## src/rtl/axi4lite_slave_regfile.sv

```systemverilog
// AXI4-Lite slave exposing NUM_REGS control/status words; word 0 is a constant ID.
// Write address and data are buffered independently and commit together one cycle later.
module axi4lite_slave_regfile #(
  parameter int                    ADDR_WIDTH = 32,
  parameter int                    DATA_WIDTH = 32,
  parameter int                    NUM_REGS   = 8,
  parameter logic [DATA_WIDTH-1:0] ID_VALUE   = 32'hA41C0001
) (
  input  logic                           A_CLK,
  input  logic                           A_RSTn,
  input  logic                           AW_VALID,
  output logic                           AW_READY,
  input  logic [ADDR_WIDTH-1:0]          AW_ADDR,
  input  logic                           W_VALID,
  output logic                           W_READY,
  input  logic [DATA_WIDTH-1:0]          W_DATA,
  output logic                           B_VALID,
  input  logic                           B_READY,
  output logic [1:0]                     B_RESP,
  input  logic                           AR_VALID,
  output logic                           AR_READY,
  input  logic [ADDR_WIDTH-1:0]          AR_ADDR,
  output logic                           R_VALID,
  input  logic                           R_READY,
  output logic [DATA_WIDTH-1:0]          R_DATA,
  output logic [1:0]                     R_RESP,
  output logic [NUM_REGS*DATA_WIDTH-1:0] REGS
);

  localparam int         IDX_W  = $clog2(NUM_REGS);
  localparam logic [1:0] OKAY   = 2'b00;
  localparam logic [1:0] SLVERR = 2'b10;

  logic                  rst_hold_r;
  logic                  aw_full_r;
  logic                  w_full_r;
  logic [IDX_W-1:0]      aw_idx_r;
  logic                  aw_in_range_r;
  logic [DATA_WIDTH-1:0] w_data_r;
  logic                  b_valid_r;
  logic [1:0]            b_resp_r;
  logic                  r_valid_r;
  logic [DATA_WIDTH-1:0] r_data_r;
  logic [1:0]            r_resp_r;

  logic                  aw_ready_s;
  logic                  w_ready_s;
  logic                  ar_ready_s;
  logic                  aw_hs_s;
  logic                  w_hs_s;
  logic                  ar_hs_s;
  logic                  commit_s;
  logic                  wr_ok_s;
  logic [IDX_W-1:0]      aw_idx_s;
  logic                  aw_in_range_s;
  logic [IDX_W-1:0]      ar_idx_s;
  logic                  ar_in_range_s;
  logic [DATA_WIDTH-1:0] reg_view_s [NUM_REGS];
  logic                  unused_s;

  // Byte-lane bits are ignored; anything above the register window is out of range.
  assign aw_idx_s      = AW_ADDR[IDX_W+1:2];
  assign ar_idx_s      = AR_ADDR[IDX_W+1:2];
  assign aw_in_range_s = (AW_ADDR[ADDR_WIDTH-1:IDX_W+2] == '0);
  assign ar_in_range_s = (AR_ADDR[ADDR_WIDTH-1:IDX_W+2] == '0);
  assign unused_s      = ^{AW_ADDR[1:0], AR_ADDR[1:0]};

  // Handshake readiness and commit qualification.
  always_comb begin
    aw_ready_s = 1'b0;
    w_ready_s  = 1'b0;
    ar_ready_s = 1'b0;
    if (!rst_hold_r) begin
      aw_ready_s = !aw_full_r && !b_valid_r;
      w_ready_s  = !w_full_r && !b_valid_r;
      ar_ready_s = !r_valid_r;
    end else begin
      aw_ready_s = 1'b0;
      w_ready_s  = 1'b0;
      ar_ready_s = 1'b0;
    end
  end

  assign aw_hs_s  = AW_VALID && aw_ready_s;
  assign w_hs_s   = W_VALID && w_ready_s;
  assign ar_hs_s  = AR_VALID && ar_ready_s;
  assign commit_s = aw_full_r && w_full_r;
  assign wr_ok_s  = aw_in_range_r && (aw_idx_r != {IDX_W{1'b0}});

  // Hold the slave quiet for the first edge after reset release.
  always_ff @(posedge A_CLK or negedge A_RSTn) begin
    if (!A_RSTn) rst_hold_r <= 1'b1;
    else         rst_hold_r <= 1'b0;
  end

  // Write channel buffering, commit and response.
  always_ff @(posedge A_CLK or negedge A_RSTn) begin
    if (!A_RSTn) begin
      aw_full_r     <= 1'b0;
      w_full_r      <= 1'b0;
      aw_idx_r      <= {IDX_W{1'b0}};
      aw_in_range_r <= 1'b0;
      w_data_r      <= {DATA_WIDTH{1'b0}};
      b_valid_r     <= 1'b0;
      b_resp_r      <= OKAY;
    end else begin
      if (aw_hs_s) begin
        aw_full_r     <= 1'b1;
        aw_idx_r      <= aw_idx_s;
        aw_in_range_r <= aw_in_range_s;
      end
      if (w_hs_s) begin
        w_full_r <= 1'b1;
        w_data_r <= W_DATA;
      end
      if (commit_s) begin
        aw_full_r <= 1'b0;
        w_full_r  <= 1'b0;
        b_valid_r <= 1'b1;
        b_resp_r  <= wr_ok_s ? OKAY : SLVERR;
      end else if (b_valid_r && B_READY) begin
        b_valid_r <= 1'b0;
      end
    end
  end

  // Read channel: data is captured at the handshake, so a same-edge commit is not seen.
  always_ff @(posedge A_CLK or negedge A_RSTn) begin
    if (!A_RSTn) begin
      r_valid_r <= 1'b0;
      r_data_r  <= {DATA_WIDTH{1'b0}};
      r_resp_r  <= OKAY;
    end else begin
      if (ar_hs_s) begin
        r_valid_r <= 1'b1;
        if (ar_in_range_s) begin
          r_data_r <= reg_view_s[ar_idx_s];
          r_resp_r <= OKAY;
        end else begin
          r_data_r <= {DATA_WIDTH{1'b0}};
          r_resp_r <= SLVERR;
        end
      end else if (r_valid_r && R_READY) begin
        r_valid_r <= 1'b0;
      end
    end
  end

  for (genvar g = 0; g < NUM_REGS; g++) begin : g_reg
    if (g == 0) begin : g_id
      assign reg_view_s[g] = ID_VALUE;
    end else begin : g_rw
      logic [DATA_WIDTH-1:0] reg_r;
      // Register storage, updated on the commit edge.
      always_ff @(posedge A_CLK or negedge A_RSTn) begin
        if (!A_RSTn) begin
          reg_r <= {DATA_WIDTH{1'b0}};
        end else if (commit_s && wr_ok_s && (aw_idx_r == IDX_W'(g))) begin
          reg_r <= w_data_r;
        end
      end
      assign reg_view_s[g] = reg_r;
    end
    assign REGS[g*DATA_WIDTH +: DATA_WIDTH] = reg_view_s[g];
  end

  assign AW_READY = aw_ready_s;
  assign W_READY  = w_ready_s;
  assign AR_READY = ar_ready_s;
  assign B_VALID  = b_valid_r;
  assign B_RESP   = b_resp_r;
  assign R_VALID  = r_valid_r;
  assign R_DATA   = r_data_r;
  assign R_RESP   = r_resp_r;

endmodule
```

## config.mk

```make
export PLATFORM = sky130hd
export DESIGN_NAME = axi4lite_slave_regfile
export DESIGN_NICKNAME = d
export VERILOG_FILES = /design/src/rtl/axi4lite_slave_regfile.sv
export SDC_FILE = /design/constraint.sdc
export NUM_CORES = 1
export LEC_CHECK = 0
export CAP_MARGIN = 5
export CORE_ASPECT_RATIO = 0.8
export CORE_MARGIN = 4
export CORE_UTILIZATION = 37
export DETAILED_ROUTE_END_ITERATION = 10
export GPL_ROUTABILITY_DRIVEN = 0
export GPL_TIMING_DRIVEN = 0
export HOLD_SLACK_MARGIN = 0.02
export PLACE_DENSITY_LB_ADDON = 0.08
export SYNTH_ARGS = -nofsm -noshare
export SYNTH_HDL_FRONTEND = slang
export SYNTH_SLANG_ARGS = --single-unit
```

## constraint.sdc

```tcl
create_clock -name A_CLK -period 2 [get_ports A_CLK]
set_input_delay 0.4 -clock A_CLK [delete_from_list [all_inputs] [get_ports A_CLK]]
set_output_delay 0.4 -clock A_CLK [all_outputs]
set_load 0.01 [all_outputs]
```

# [After elaboration in Yosys (flattened, before gate mapping)]
# Cells that the tools add are included.
[totals] in_bits=103 out_inout_bits=297 regBits=301
[op_classes] magnitude_cmp=1 bitwise_logic=1 muxes=17 eq_ne=7 reduce_logical=28
[ops] operator="binary-select mux 32 bit (select 3 bit)" n=1
[ops] operator="two-way mux 32 bit" n=3
[ops] operator="zero test 27 bit" n=2
[ops] operator="logical AND 1 bit" n=17
[ops] operator="== test 3 bit (second input constant)" n=4
[ops] operator="two-way mux 1 bit" n=11
[ops] operator="nonzero test 2 bit" n=4
[ops] operator="== test 3 x 2 -> 1 bit (second input constant)" n=2
[ops] operator=">= comparator 4 bit (second input constant)" n=1
[ops] operator="zero test 1 bit" n=4
[ops] operator="two-way mux 2 bit" n=2
[ops] operator="NOT 3 -> 4 bit" n=1
[ops] operator="== test 3 x 1 -> 1 bit (second input constant)" n=1
[ops] operator="nonzero test 3 bit" n=1

# [Depth between registers and ports, before layout]
# Gate-level depths: netlist of the first run.
[logic_depth] ltp_word=6 ltp_mapped=6 depth_no_buf=4

# [Worst setup path before layout of the first run]
# Ideal clock, no wire load.
[synth_timing] kind="register to register" startpoint="register w_full_r" endpoint="register w_data_r[10]" arrival_ns=1.631 t_required_ns=1.875 stages_incl_launch_ff=6 n_path_buf=2 setup_slack_ns=0.245 path_cell_list="dfrtp_1 > nor3_1 > and2_1 > buf_2 > buf_2 > mux2_2"
[synth_via] elab_chain_cells=4
[synth_lines] element="start, declared" line_no="36" text="logic w_full_r;"
[synth_lines] element="start signal, assigned" line_no="100" text="w_full_r <= 1'b0;"
[synth_lines] element="start signal, assigned" line_no="113" text="w_full_r <= 1'b1;"
[synth_lines] element="start signal, assigned" line_no="118" text="w_full_r <= 1'b0;"
[synth_lines] element="zero test 1 bit" line_no="75" text="w_ready_s = !w_full_r && !b_valid_r;"
[synth_lines] element="logical AND 1 bit" line_no="75"
[synth_lines] element="two-way mux 1 bit" line_no="73" text="if (!rst_hold_r) begin"
[synth_lines] element="named net W_READY" line_no="15" text="output logic W_READY,"
[synth_lines] element="logical AND 1 bit" line_no="85" text="assign w_hs_s = W_VALID && w_ready_s;"
[synth_lines] element="end signal, assigned" line_no="103" text="w_data_r <= {DATA_WIDTH{1'b0}};"
[synth_lines] element="end, declared" line_no="39" text="logic [DATA_WIDTH-1:0] w_data_r;"
# The timed path passes the listed nets, and every way through them passes these cells.
# A chain may end at the register's enable or synchronous reset.

# [Worst setup path after layout of the first run]
[layout_timing] startpoint="input AR_ADDR[4]" endpoint="register r_data_r[21] (netlist: R_DATA[21])"
[layout_via] elab_chain_cells=5
[layout_lines] element="start, declared" line_no="22" text="input logic [ADDR_WIDTH-1:0] AR_ADDR,"
[layout_lines] element="NOT 3 -> 4 bit (implied by the code)" line_no="137" text="r_data_r <= reg_view_s[ar_idx_s];"
[layout_lines] element="binary-select mux 32 bit (select 3 bit)" line_no="137"
[layout_lines] element="two-way mux 32 bit (implied by the code) (2 in a row)" line_no="137"
[layout_lines] element="two-way mux 32 bit" line_no="136" text="if (ar_in_range_s) begin"
[layout_lines] element="end signal, assigned" line_no="131" text="r_data_r <= {DATA_WIDTH{1'b0}};"
[layout_lines] element="end signal, assigned" line_no="137"
[layout_lines] element="end signal, assigned" line_no="140" text="r_data_r <= {DATA_WIDTH{1'b0}};"
[layout_lines] element="end, declared" line_no="43" text="logic [DATA_WIDTH-1:0] r_data_r;"
# Every way passes these cells. The select of a mux whose other input is x is not followed.

==> results of run 1 <==
[flip-flops by register name, summed over array words and instances (netlist names), 3 cells and up]
| name | count |
|---|---|
| R_DATA | 32 |
| aw_idx_r | 3 |
| w_data_r | 32 |
| g.g_rw.reg_r | 224 |
[layer usage]
metal / up-vias / GRT usage, %
met5: - / 0
met4: 0 / 5.55
met3: 66 / 4.77
met2: 336 / 36.4
met1: 4937 / 34.9
li1: 4255 / -
[repair_timing]
item | CTS | global route
endpoints found under the hold margin | 47 | 0
endpoints found under the setup margin | 212 | 200
gates resized for setup | 33 | 32
pin swaps | 1 | 4
hold buffers | 1 | 0
buffers inserted | 1 | 3
[cells in the final DEF, fill, tap and decap left out, types with 4 or more instances in the layout]
cell / instances
a221oi_1: 48
a22o_1: 31
clkinv_2: 5
nor2_4: 4
buf_2: 15
mux2_4: 6
mux2i_1: 73
buf_4: 51
nor4_1: 12
clkbuf_4: 15
o221ai_1: 7
o21ai_0: 11
buf_6: 5
clkbuf_16: 37
mux2_2: 270
conb_1: 35
a221o_1: 7
clkbuf_1: 11
clkbuf_2: 7
inv_1: 11
dfrtp_1: 298
nand2_1: 14
clkbuf_8: 7
clkdlybuf4s50_1: 356
[kinds of logic after synthesis]
group / Yosys count
buf+inv: 104
mux: 349
flops: 299
other cells: 2
simple gates: 56
compound gates: 111
[layout make-up]
class,instances,area [µm²],share of cell area [%]
sequential,299,7480,39.5
multi-input combinational,551,5300,27.9
timing repair buffer,368,3730,19.7
clock buffer,51,1050,5.53
buffer,93,659,3.48
tap,472,591,3.12
clock inverter,9,101,0.535
inverter,11,41.3,0.218
antenna,1,2.50,0.0132
[metrics by stage]
stage	util [%]	setup TNS (ns)	hold WS, ns	power [µW]
final	54.2	0	0.413	15200
after global routing	54.2	-0.0170	0.440	15800
after CTS	53.9	-10.46	0.403	15300
after detailed placement	50.4	-49.63	0.343	8830
after global placement	50.1	-3928.12	0.477	8800
after floorplan	-	0	0.104	7850
[synth_stat cells, types with 4 or more instances]
master	instances	area, µm²
a221o_1	7	70.1
a221oi_1	48	420
a22o_1	31	272
buf_2	39	195
buf_4	37	278
clkbuf_1	12	45.0
dfrtp_1	298	7460
inv_1	11	41.3
mux2_2	270	3040
mux2_4	6	90.1
mux2i_1	73	731
nand2_1	15	56.3
nor2_1	8	30.0
nor2b_1	4	25.0
nor4_1	12	75.1
o21ai_0	11	55.1
o221ai_1	7	61.3
[how the worst max path moves through the flow]
stage	startpoint	end	slack, ns	cells after the start
2_1_floorplan	w_full_r$_DFFE_PN0P_	w_data_r[10]$_DFFE_PN0P_	0.24	5
3_3_place_gp	A_RSTn	g_reg[1].g_rw.reg_r[25]$_DFFE_PN0P_	-13.05	1
3_5_place_dp	AR_ADDR[4]	R_DATA[11]$_DFFE_PN0P_	-1.07	6
4_1_cts	aw_full_r$_DFFE_PN0P_	g_reg[7].g_rw.reg_r[14]$_DFFE_PN0P_	-0.22	4
5_1_grt	w_full_r$_DFFE_PN0P_	g_reg[2].g_rw.reg_r[20]$_DFFE_PN0P_	-0.01	7
6_report	AR_ADDR[4]	R_DATA[21]$_DFFE_PN0P_	0.05	7
[power breakdown]
| part | internal [µW] | leakage (µW) | total, µW | switching (µW) |
|---|---|---|---|---|
| Combinational | 797 | 0.00411 | 1490 | 697 |
| Sequential | 6450 | 0.00409 | 7310 | 853 |
| Clock | 3890 | 0.000567 | 6430 | 2550 |
| Total | 11100 | 0.00876 | 15200 | 4100 |
[critical path, stage by stage]
cell             delay, ns
clkdlybuf4s50_1       0.54
clkbuf_4              0.31
nor2b_1               0.15
buf_2                 0.35
a221oi_1              0.15
a221oi_1              0.32
a22o_1                0.17
==> run metrics, run 1 <==
Period Utilization, post-route 97.6%; num rows 61; Initial DRT Pass Iterations 5; clock transition at the registers of the reported paths 0.06 ns; Initial Util 37.8%; port bufs 360; Num CTS Buffers 34; sequential area share after synthesis 56.7%; H-tree lvl count 2; Crit. End Element flop; nets 1461; outcome finished, final reports clean; wire length per cell 25.3 µm; Fill cells 3113; Antenna Nets Post-Route 0; non-filler instance count after layout 1855; pin count of the biggest net entering global routing 103; DRC 0; first-pass GRT wire length 68.0 mm; M1 wire length 22.0 mm; worst slew pin tran 0.952 ns; crit-path max FO 10; Worst Clk Skew 0.0122 ns; reg-to-reg slack, setup 0.09 ns; Final Hold Vio Count 0; routed length on met2 21.1 mm; f_max 512 MHz; placed cell area 17600 µm²; Die H 177 µm; number of synthesized register bits 299; DR vias 9594; total number of yosys warnings 0; First DRT Iteration DRCs 591; Synth Area in Simple Gates 2.36%; Root Buffer Master clkbuf_16; remaining global-route overflow 0; unrepaired setup endpoints after global routing true; clk sink count 299; routed wire length 47.0 mm; Lkg Pwr 0.00876 µW; pwr dens 804 nW/µm²; # setup viols final 0; area of the die 38800 µm²; Final Cell Area 19000 µm²; Synth Flop Type dfrtp_1; post-DR vias/cell 5.17; synthesized instance count 921; pre-CTS WS -1.07 ns; asr flop ratio synth 100%; Setup WS post-layout 0.0477 ns; FF-to-FF path depth 5; TritonCTS clock tree yes; HPWL after detailed placement 33.4 mm; number of max-cap violations 0; vias in the first global route 10008; core area 35000 µm²; Relative slew margins 36.5%; mux share of post-synthesis cell area 29.2%; worst-skew pair later-pin latency 0.51 ns; Peak VDD IR 0.000536 V; post-synthesis xor/xnor area fraction 0%; Critical Path RT 2.45 ns; critical path launch point type input pin; worst r2r src aw_idx_r[2]$_DFFE_PN0P_; largest family of logic cells by synthesized area multiplexers; Final Max Tran Viols 0; crit path kind in2reg; syn_area_per_cell 14.3 µm²; Area Growth Syn to Fin 43.5%; minimum clock period 1.95 ns; io pins 400; arrival time at the worst endpoint 2.40 ns; GRT Total Usage 23.7%; Die Span X 219 µm; Adder-Cell Fraction of Synth Area 0%; Compound-Gate Fraction of Synth Area 7.05%; initial antenna violation count 2; count of cell types in the netlist 39; Placed Instances 1789; FF-to-FF End g_reg[3].g_rw.reg_r[27]$_DFFE_PN0P_; CTS Buffer Depth 3; hold crit path type in2async; EDFF count, synth 0; DR top layer met4; met3 WL 2.88 mm; share of layout cells above drive strength 1 32.0%; mapped cell area 13200 µm²
Note: power is estimated with default switching activity, not from simulation.
==> run 2, diff against run 1 <==
--- a/config.mk
+++ b/config.mk
@@ -9,11 +9,11 @@
 export CORE_ASPECT_RATIO = 0.8
 export CORE_MARGIN = 4
 export CORE_UTILIZATION = 37
+export CTS_BUF_LIST = sky130_fd_sc_hd__clkbuf_4
 export DETAILED_ROUTE_END_ITERATION = 10
-export GPL_ROUTABILITY_DRIVEN = 0
 export GPL_TIMING_DRIVEN = 0
 export HOLD_SLACK_MARGIN = 0.02
-export PLACE_DENSITY_LB_ADDON = 0.08
+export PLACE_DENSITY = 0.65
 export SYNTH_ARGS = -nofsm -noshare
 export SYNTH_HDL_FRONTEND = slang
 export SYNTH_SLANG_ARGS = --single-unit
==> run 2 against run 1 <==
Compared with the run above:
- clock power fell by 17%
- first-iteration DRC count fell by 1.2%
- via count rose by 2.9%
- critical endpoint is now AW_READY
==> run metrics, run 2 (synthesized netlist as in run 1, its figures left out) <==
Initial Util 37.8%; worst r2r src aw_full_r$_DFFE_PN0P_; Min Hold Slack 0.233 ns; FF-to-FF path depth 4; Worst Clk Skew 0.0411 ns; FF-to-FF End g_reg[7].g_rw.reg_r[29]$_DFFE_PN0P_; most frequent cells in the layout dfrtp_1, mux2_2, dlygate4sd2_1; Die H 177 µm; outcome finished, final reports clean; placed cell area 17600 µm²; CTS Buffer Depth 3; DR vias 9874; wire length per cell 24.3 µm; post-DR vias/cell 5.12; pre-CTS WS -0.834 ns; critical path launch point type flop; Fill cells 3231; hold crit path type in2async; Initial DRT Pass Iterations 5; TritonCTS clock tree yes; clock transition at the registers of the reported paths 0.06 ns; Relative slew margins 41.1%; io pins 400; Antenna Nets Post-Route 0; First DRT Iteration DRCs 584; Setup WS post-layout 0.00687 ns; routed length on met2 21.7 mm; pin count of the biggest net entering global routing 115; Root Buffer Master clkbuf_4; GRT Total Usage 23.7%; minimum clock period 1.99 ns; Period Utilization, post-route 99.7%; Peak VDD IR 0.000487 V; Critical Path RT 1.60 ns; initial antenna violation count 2; share of layout cells above drive strength 1 35.3%; clk sink count 299; crit-path max FO 2; # setup viols final 0; worst slew pin tran 0.883 ns; first-pass GRT wire length 68.1 mm; multi-input combinational cell area 5260 µm²; worst-skew pair later-pin latency 0.74 ns; Final Max Tran Viols 0; unrepaired setup endpoints after global routing true; routed wire length 46.9 mm; remaining global-route overflow 0; M1 wire length 20.3 mm; pwr dens 767 nW/µm²; Num CTS Buffers 80; Reg with most FFs g.g_rw.reg_r; Final Cell Area 18400 µm²; f_max 502 MHz; arrival time at the worst endpoint 1.59 ns; area of the die 38800 µm²; Lkg Pwr 0.0100 µW; Crit. End Element output port; port bufs 360; crit path kind reg2out; reg-to-reg slack, setup 0.09 ns; nets 1508; met3 WL 3.64 mm; num rows 61; H-tree lvl count 3; Final Hold Vio Count 0; Die Span X 219 µm; Reg area 7490 µm²; number of flip-flops in the largest register 224; HPWL after detailed placement 33.2 mm; GPL Wtd Cong 0.836; vias in the first global route 10430; core area 35000 µm²; Area Growth Syn to Fin 38.9%; DRC 0; DR top layer met4; number of max-cap violations 0; most common cell after layout, fill and taps aside dfrtp_1
## run 2: cell type report
| type | instances | area share (%) |
|---|---|---|
| flip-flops and latches | 299 | 40.8 |
| plain buffers | 92 | 3.25 |
| multi-input cells | 551 | 28.7 |
| well taps | 472 | 3.22 |
| repair buffers | 370 | 18.5 |
| inverters | 11 | 0.225 |
| clock inverters | 16 | 0.580 |
| clock buffers | 116 | 4.75 |
| diodes | 2 | 0.0273 |
## run 2: metrics by stage
stage          std cells  power, µW  setup TNS [ns]  utilization [%]
2_1_floorplan        954       7850               0                -
5_1_grt             1929      14800          -0.167             52.5
4_1_cts             1927      14200          -0.167             52.4
6_report            1929      14100               0             52.5
3_5_place_dp        1788       8800          -24.63             50.3
3_3_place_gp        1786       8750        -3833.08             50.1
## run 2: worst max-delay path: stages (launching register included)
cell and delay [ns]:
dfstp_2 0.58, buf_6 0.12, nor3_2 0.04, buf_2 0.15
## run 2: per-layer routing
metal,vias to the layer above,global-route usage [%]
li1,4388,-
met1,5060,31.3
met2,350,37.2
met3,76,7.89
met4,0,7.21
met5,-,0
## run 2: report_power, final
group          switching, µW  internal (µW)  leakage (µW)
registers                819           6460       0.00409
clock network           2570           2780      0.000584
logic                    674            765       0.00536
## run 2: worst max-delay path by stage
| stage | slack [ns] | depth (start not counted) | start | endpoint |
|---|---|---|---|---|
| finish | 0.007 | 3 | rst_hold_r$_DFF_PN1_ | AW_READY |
| global route | -0.09 | 3 | rst_hold_r$_DFF_PN1_ | AW_READY |
| CTS | -0.08 | 3 | rst_hold_r$_DFF_PN1_ | AW_READY |
| detailed placement | -0.83 | 6 | AR_ADDR[4] | R_DATA[4]$_DFFE_PN0P_ |
| global placement | -12.79 | 1 | A_RSTn | g_reg[7].g_rw.reg_r[7]$_DFFE_PN0P_ |
| floorplan | 0.24 | 5 | w_full_r$_DFFE_PN0P_ | w_data_r[10]$_DFFE_PN0P_ |
## run 2: repair_timing
item	CTS	global route
pin swaps	1	1
gates resized for setup	286	18
endpoints found under the setup margin	326	152
hold buffers	1	0
cloned	0	0
buffers inserted	7	0
endpoints found under the hold margin	73	0
==> run 3, diff against run 2 <==
--- a/config.mk
+++ b/config.mk
@@ -5,6 +5,8 @@
 export SDC_FILE = /design/constraint.sdc
 export NUM_CORES = 1
 export LEC_CHECK = 0
+export ABC_AREA = 1
+export ABC_CLOCK_PERIOD_IN_PS = 2000
 export CAP_MARGIN = 5
 export CORE_ASPECT_RATIO = 0.8
 export CORE_MARGIN = 4
==> run 3 against run 2 <==
Compared with the run above:
- via count is 38% higher
- synthesized area is 0.61% higher
- sequential share of layout area is 0.57 points lower
- register-to-register slack worse by 0.04 ns
- combinational power is 61% higher
- wire length is 26% higher
- worst setup slack better by 0.037 ns
- clock power is 7.1% higher
- die area is 0.58% higher
==> run metrics, run 3 <==
Num CTS Buffers 81; count of cell types in the netlist 31; Reg area 7480 µm²; Worst path slowest cell dfstp_2; minimum clock period 1.96 ns; wire length per cell 22.6 µm; area of the die 39000 µm²; EDFF count, synth 0; Antenna Nets Post-Route 0; total number of yosys warnings 0; count leader, synth nand2_1; vias in the first global route 13232; port bufs 359; Placed Instances 2453; Final Max Tran Viols 0; Critical Path RT 1.60 ns; Worst Clk Skew 0.0303 ns; GPL Wtd Cong 0.903; nets 2190; clk sink count 299; share of layout cells above drive strength 1 13.6%; Initial Util 37.8%; pwr dens 783 nW/µm²; post-DR vias/cell 5.20; TritonCTS clock tree yes; first-pass GRT wire length 85.1 mm; HPWL after detailed placement 41.8 mm; most area-consuming cells after synthesis dfrtp_1, nand2_1, o21ai_0, nor2_1, nand3_1; mapped cell area 13300 µm²; CTS Buffer Depth 3; synthesized instance count 1587; Reg with most FFs g.g_rw.reg_r; DR vias 13598; critical path's most frequent cell inv_2; leading area contributor after synthesis dfrtp_1; critical path launch point type flop; worst path cell trace inv_2 > nand3_2 > inv_2 > buf_6; final core occ 53.0%; io pins 400; unrepaired setup endpoints after global routing true; Crit. End Element output port; remaining global-route overflow 0; number of max-cap violations 0; non-filler instance count after layout 2617; Period Utilization, post-route 97.8%; Die H 177 µm; Peak VDD IR 0.000407 V; f_max 511 MHz; multi-input combinational cell area 5050 µm²; DRC 0; initial antenna violation count 2; Buf+Inv Stages, Crit Path 3; GRT Total Usage 29.7%; worst-skew pair later-pin latency 0.71 ns; core area 35100 µm²; synth cell count leaders nand2_1, dfrtp_1, o21ai_0, nor2_1, nand3_1; num rows 61; routed wire length 59.1 mm; Final Hold Vio Count 0; crit-path max FO 3; Synth Flop Type dfrtp_1; CP peak stage delay 0.59 ns; Min Hold Slack 0.256 ns; syn_area_per_cell 8.37 µm²; most common cell after layout, fill and taps aside nand2_1; arrival time at the worst endpoint 1.56 ns; clock transition at the registers of the reported paths 0.07 ns; asr flop ratio synth 100%; Lkg Pwr 0.0100 µW; most frequent cells in the layout nand2_1, dfrtp_1, o21ai_0; sequential area share after synthesis 56.3%; critical path's top delay family flip-flops; # setup viols final 0; Fill cells 3400; Relative slew margins 32.7%; Root Buffer Master clkbuf_4; Area Growth Syn to Fin 40.0%; Die Span X 220 µm; hold crit path type in2reg; pin count of the biggest net entering global routing 115; worst slew pin tran 1.01 ns; crit path kind reg2out; First DRT Iteration DRCs 1410; Initial DRT Pass Iterations 6; outcome finished, final reports clean; number of synthesized register bits 299; H-tree lvl count 3; number of flip-flops in the largest register 224; top cell type's share of synthesized area 56.1%
## run 3: final timing paths
kind,from,endpoint,slack (ns),cells past startpoint
min in group asynchronous,A_RSTn,R_DATA[24]$_DFFE_PN0P_,0.29,2
min reg2reg,R_DATA[29]$_DFFE_PN0P_,R_DATA[29]$_DFFE_PN0P_,0.47,2
max in group asynchronous,A_RSTn,g_reg[3].g_rw.reg_r[15]$_DFFE_PN0P_,0.69,3
min,AW_ADDR[2],aw_idx_r[0]$_DFFE_PN0P_,0.26,3
max,rst_hold_r$_DFF_PN1_,AW_READY,0.04,4
max reg2reg,w_full_r$_DFFE_PN0P_,g_reg[7].g_rw.reg_r[21]$_DFFE_PN0P_,0.05,6
## run 3: routing by layer
metal	global-route usage [%]	share of wire, %	vias to the layer above
met5	0	0	-
met4	11.0	3.5	0
met3	8.18	10	132
met2	44.6	44	789
met1	41.1	42	6525
li1	-	-	6152
## run 3: kinds of logic (layout without fill, tap and decap cells)
logic type	Yosys count	in the layout	synth area share, %
other	2	39	0.0565
AOI/OAI and AO/OA	347	347	13.7
buffers and inverters	184	705	6.78
and+or+nand+nor	755	755	23.2
DFF	299	299	56.3
## run 3: layout make-up
class                           instances  area share [%]
Antenna cell                            4          0.0538
Tap cell                              472            3.17
Clock inverter                         16           0.767
Buffer                                132            3.92
Sequential cell                       299            40.2
Timing Repair Buffer                  384            18.8
Inverter                               52            1.05
Multi-Input combinational cell       1137            27.1
Clock buffer                          121            4.88
## run 3: report_power, final
part           internal (µW)  leakage [µW]  switching [µW]
Clock                   3130      0.000621            2600
Sequential              6400       0.00406             121
Combinational            606       0.00533            1720
## run 3: per-stage QoR
step           setup WS [ns]   TNS, ns  power [µW]  instance area (µm²)
6_report              0.0435         0       14600                18600
5_1_grt              -0.0438    -0.433       15200                18600
4_1_cts              -0.0144   -0.0144       14600                18600
3_5_place_dp          -0.556    -25.13        8890                17700
3_3_place_gp          -12.51  -3752.75        8850                17600
2_1_floorplan          0.510         0        7850                13400
## run 3: worst reg2reg max path, cell delays in order (launching register included)
cell	delay, ns
dfrtp_1	0.40
nand2_2	0.10
nor2_4	0.23
nand4_2	0.42
clkbuf_2	0.43
nand2_1	0.13
o21ai_0	0.09
## run 3: repair_timing
item                                    CTS  global route
hold buffers                              1             0
endpoints found under the hold margin    71             0
pin swaps                                 1             0
buffers inserted                         22             0
endpoints found under the setup margin  285            87
gates cloned                              0             0
resized for setup                       282            27
